`config.mk`:
```
export PLATFORM = sky130hd
export DESIGN_NAME = bitmask_index_encoder
export DESIGN_NICKNAME = d
export VERILOG_FILES = /design/src/rtl/bitmask_index_encoder.sv
export SDC_FILE = /design/constraint.sdc
export NUM_CORES = 1
export LEC_CHECK = 0
export BUFFER_PORTS_ARGS = -buffer_cell sky130_fd_sc_hd__buf_2
export CAP_MARGIN = 20
export CORE_MARGIN = 2
export CORE_UTILIZATION = 60
export DETAILED_ROUTE_END_ITERATION = 10
export MAX_ROUTING_LAYER = met4
export PLACE_DENSITY_LB_ADDON = 0.3
export SLEW_MARGIN = 20
export SYNTH_ARGS = -nofsm -noshare
export SYNTH_HDL_FRONTEND = slang
export SYNTH_SLANG_ARGS = --single-unit
```
`constraint.sdc`:
```
create_clock -name clk -period 6.4 [get_ports clk]
set_input_delay 0 -clock clk [delete_from_list [all_inputs] [get_ports clk]]
set_output_delay 0 -clock clk [all_outputs]
set_load 0.02 [all_outputs]
```
`src/rtl/bitmask_index_encoder.sv`:
```
// bitmask_index_encoder
//   Accepts a WIDTH-bit mask and serially emits the index of every set bit,
//   lowest index first. One mask is held at a time; valid/ready on both sides.
//
//   State table:
//     state | meaning
//     IDLE  | waiting for a mask; in_ready=1 once out of reset
//     EMIT  | presenting lowest set bit of pending_q; out_valid=busy=1
//
//   Ports:
//     clk, rst_n        rising-edge clock, async active-low reset
//     in_valid/in_ready input handshake, in_vec is the mask
//     out_valid/out_ready output handshake, out_idx = lowest remaining bit,
//                       out_last = that bit is the final one of the mask
//     zero_drop         one-cycle pulse after an all-zero mask is accepted
//     busy              high while in EMIT
module bitmask_index_encoder #(
    parameter int WIDTH = 32,
    parameter int IDX_W = 5
) (
    input  logic             clk,
    input  logic             rst_n,
    input  logic             in_valid,
    output logic             in_ready,
    input  logic [WIDTH-1:0] in_vec,
    output logic             out_valid,
    input  logic             out_ready,
    output logic [IDX_W-1:0] out_idx,
    output logic             out_last,
    output logic             zero_drop,
    output logic             busy
);

    typedef enum logic {
        IDLE = 1'b0,
        EMIT = 1'b1
    } state_t;

    state_t           state_q, state_d;
    logic [WIDTH-1:0] pending_q, pending_d;
    logic             in_ready_q, in_ready_d;
    logic             zero_drop_q, zero_drop_d;

    logic [IDX_W-1:0] low_idx;
    logic [WIDTH-1:0] pending_rest;
    logic             single_bit;

    // Lowest set bit; scanning downward lets the lowest index win.
    always_comb begin
        low_idx = '0;
        for (int i = WIDTH - 1; i >= 0; i--) begin
            if (pending_q[i]) begin
                low_idx = IDX_W'(i);
            end
        end
    end

    // x & (x-1) strips the lowest set bit; empty remainder means one bit left.
    assign pending_rest = pending_q & (pending_q - WIDTH'(1));
    assign single_bit   = (pending_q != '0) && (pending_rest == '0);

    always_comb begin
        state_d     = state_q;
        pending_d   = pending_q;
        in_ready_d  = in_ready_q;
        zero_drop_d = 1'b0;
        case (state_q)
            IDLE: begin
                in_ready_d = 1'b1;
                if (in_valid && in_ready_q) begin
                    if (in_vec != '0) begin
                        pending_d  = in_vec;
                        state_d    = EMIT;
                        in_ready_d = 1'b0;
                    end else begin
                        zero_drop_d = 1'b1;
                    end
                end
            end
            EMIT: begin
                in_ready_d = 1'b0;
                if (out_ready) begin
                    if (single_bit) begin
                        pending_d  = '0;
                        state_d    = IDLE;
                        in_ready_d = 1'b1;
                    end else begin
                        pending_d = pending_rest;
                    end
                end
            end
            default: begin
                state_d    = IDLE;
                pending_d  = '0;
                in_ready_d = 1'b0;
            end
        endcase
    end

    always_ff @(posedge clk or negedge rst_n) begin
        if (!rst_n) begin
            state_q     <= IDLE;
            pending_q   <= '0;
            in_ready_q  <= 1'b0;
            zero_drop_q <= 1'b0;
        end else begin
            state_q     <= state_d;
            pending_q   <= pending_d;
            in_ready_q  <= in_ready_d;
            zero_drop_q <= zero_drop_d;
        end
    end

    // All outputs come straight from registers (or a decode of pending_q),
    // so they stay stable under backpressure and reset to 0 with pending_q.
    assign in_ready  = in_ready_q;
    assign out_valid = (state_q == EMIT);
    assign busy      = (state_q == EMIT);
    assign out_idx   = low_idx;
    assign out_last  = single_bit;
    assign zero_drop = zero_drop_q;

endmodule

```
==> impl_metrics.py <==
metrics = {
    "power": {
        "p_switching_mw": 1.04,
        "p_int_mw": 0.871,
        "clockPowerShare": 0.084,
        "ir_drop_uv": 426,
        "p_per_area_nw_per_um2": 628,
        "leakage_nw": 1.37,
        "switching_share": 0.545,
        "combPwrFrac": 0.664,
        "power.share.sequential": 0.253,
    },
    "floorplanning": {
        "design.die.area_um2": 4590,
        "num_rows": 23,
        "initial_core_util": 0.618,
        "die_h_um": 67.7,
        "coreArea_um2": 3940,
        "ioPinCount": 46,
        "die_w_um": 67.7,
    },
    "global_route": {
        "antenna_found_initial": 0,
        "overflow": 0,
        "grt_pass1_wl_um": 12500,
        "grt_max_degree": 40,
        "grt_pass1_vias": 2546,
        "grt.total_usage": 0.382,
    },
    "synthesis": {
        "syn_nets": 345,
        "syn_avg_cell_area_um2": 7.88,
        "synthArstFlopShare": 1.00,
        "yosysUniqueCellTypes": 46,
        "synth_warnings": 0,
        "synthMuxAreaShare": 0.00873,
        "synth_edf_count": 0,
        "synth-compound-area-share": 0.293,
        "synth_top_family_by_area": "compound AO/OA/AOI/OAI gates",
        "synth-seq-cells": 35,
        "netlist_area_um2": 2440,
        "synthAdderAreaFrac": 0.0123,
        "synth-simple-area-share": 0.269,
        "yosys.area_share.xor_xnor": 0,
        "synth_ff_type": "dfrtp_1",
        "ys_seq_area_frac": 0.360,
        "postSynthCellCount": 309,
    },
    "place": {
        "dpl.cell_count": 383,
        "port-buffer-count": 45,
        "dp_hpwl_um": 5090,
        "gp_congestion": 0.939,
    },
    "setup_path": {
        "worst-path-max-fanout": 13,
        "critPathCaptureType": "output pin",
        "start_kind": "register",
        "critical_path_required_ps": 6400,
        "worstSetupPathType": "register to output pin",
        "cp.arrival_ps": 3340,
    },
    "drt": {
        "first_iter_violations": 487,
        "wl_per_cell_um": 18.3,
        "drc": 0,
        "drtPass1Iterations": 6,
        "routed_wl_um": 7760,
        "vias": 2787,
        "via_per_inst": 6.59,
        "postRouteAntennaNets": 0,
    },
    "final_layout": {
        "fillCellCount": 297,
        "layout_common_cells": "nand2_1, buf_2, dfrtp_1",
        "syn_to_final_growth_pct": 25.0,
        "drive_above_1_share": 0.166,
        "final_common_cell": "nand2_1",
        "nets": 408,
        "finalNonFillerCells": 423,
        "diodes": 0,
    },
    "clocking": {
        "h-tree-depth": 2,
        "cts_tree": "built",
        "cts_buffers": 5,
        "cts_sinks": 35,
        "clk_pin_slew_ps": 70,
        "postCtsSetupRepairBufs": 0,
        "clk_path_buf_depth": 2,
        "clk_latency_ps": 290,
        "root_buffer": "clkbuf_8",
    },
    "hold_path": {
        "hold_path.class": "input port to register",
    },
    "run": {
        "maxCapViolCount": 0,
    },
    "timing": {
        "setup-violations-final": 0,
        "worstMarginPinSlew_ps": 899,
        "rsz0062_at_grt": "no",
        "fin_crit_sh": 0.522,
        "final_hold_viol_count": 0,
        "final_max_slew_viol_count": 0,
        "min_period_ps": 3340,
        "fmax_ghz": 0.300,
        "slew_headroom": 0.395,
        "finalSetupTns_ps": 0,
        "clock_skew_ps": 5.25,
    },
    "run_status": {
        "status": "complete, no violations",
    },
}
-- metrics by stage --
stage	utilization	power [mW]	setup WS, ps	area [µm²]	hold slack [ps]
floorplan	-	1.39	3680	2440	-296
global placement	0.670	1.69	3520	2640	115
detailed placement	0.670	1.70	3380	2640	132
CTS	0.772	1.88	3140	3040	15.9
global route	0.772	2.07	2800	3040	53.8
finish	0.772	1.91	3060	3040	30.0
-- final timing paths --
kind / startpoint / endpoint / slack [ps] / cells after the start
max: pending_q[11]$_DFFE_PN0P_ / out_last / 3060 / 7
min: in_vec[30] / pending_q[30]$_DFFE_PN0P_ / 30 / 3
max reg2reg: pending_q[11]$_DFFE_PN0P_ / busy$_DFF_PN0_ / 3300 / 7
min reg2reg: pending_q[23]$_DFFE_PN0P_ / pending_q[23]$_DFFE_PN0P_ / 620 / 1
max in group asynchronous: rst_n / pending_q[13]$_DFFE_PN0P_ / 5530 / 2
min in group asynchronous: rst_n / pending_q[23]$_DFFE_PN0P_ / 360 / 2
-- cell type report --
| class | count | area (µm²) | area share |
|---|---|---|---|
| inverters | 8 | 30.0 | 0.00986 |
| clock inverters | 1 | 5.00 | 0.00164 |
| clock buffers | 7 | 76.3 | 0.0251 |
| repair buffers | 80 | 568 | 0.187 |
| flip-flops and latches | 35 | 876 | 0.288 |
| well taps | 50 | 62.6 | 0.0206 |
| multi-input cells | 242 | 1430 | 0.469 |
-- state kept, by name, summed over array words and instances, names as in the netlist --
signal and cells:
pending_q 32, busy 1, zero_drop 1, in_ready 1
-- cells by family (layout without fill, tap and decap cells) --
logic type | Yosys count | in the layout
mux | 2 | 2
fa+ha+maj | 3 | 3
simple gates | 129 | 129
buf+inv | 32 | 96
flops | 35 | 35
compound gates | 108 | 108
-- repair_timing --
item | in CTS | in global routing
hold buffers | 32 | 0
hold endpoints to repair | 66 | 0
resized for setup | 0 | 0
-- routing by layer --
layer  vias to the layer above  GRT usage  wire length, µm
li1                       1290          -                -
met3                        30     0.0550              865
met2                       201      0.593             3610
met5                         -          -                0
met4                         0      0.186              275
met1                      1266      0.487             3010
-- critical path, stage by stage (launching register included) --
cell	delay, ps
dfrtp_1	470
nor4_1	690
nand4_1	560
nor4b_1	470
o22ai_1	140
nor4b_2	270
and4bb_2	270
buf_2	160
-- synth_stat cells (all sizes together) (2+ instances only) --
cell    number  area share
nor4        18       0.052
o21ai       33       0.068
o41ai        2      0.0072
nor2        20       0.031
maj3         3       0.012
o21bai       2      0.0062
inv          8       0.012
o22ai        3      0.0077
a21boi       2      0.0062
nor3b        2      0.0062
a22o        22       0.079
a21o         4       0.012
a21oi       22       0.045
or3          3      0.0077
nor4b        2      0.0098
clkbuf      21       0.032
buf          3       0.012
nand3        3      0.0082
nand2       54       0.083
dfrtp       35        0.36
nor3        13       0.027
nand4        3      0.0077
o31ai        8       0.025
or4          6       0.020
-- power groups by stage --
| stage | logic, mW | clock network, mW | registers, mW |
|---|---|---|---|
| 6_report | 1.27 | 0.160 | 0.484 |
| 5_1_grt | 1.40 | 0.166 | 0.499 |
| 4_1_cts | 1.24 | 0.161 | 0.471 |
| 3_5_place_dp | 1.22 | 0 | 0.474 |
| 3_3_place_gp | 1.21 | 0 | 0.472 |
| 2_1_floorplan | 1.01 | 0 | 0.382 |
No activity file was read; power rests on OpenSTA's default activity.
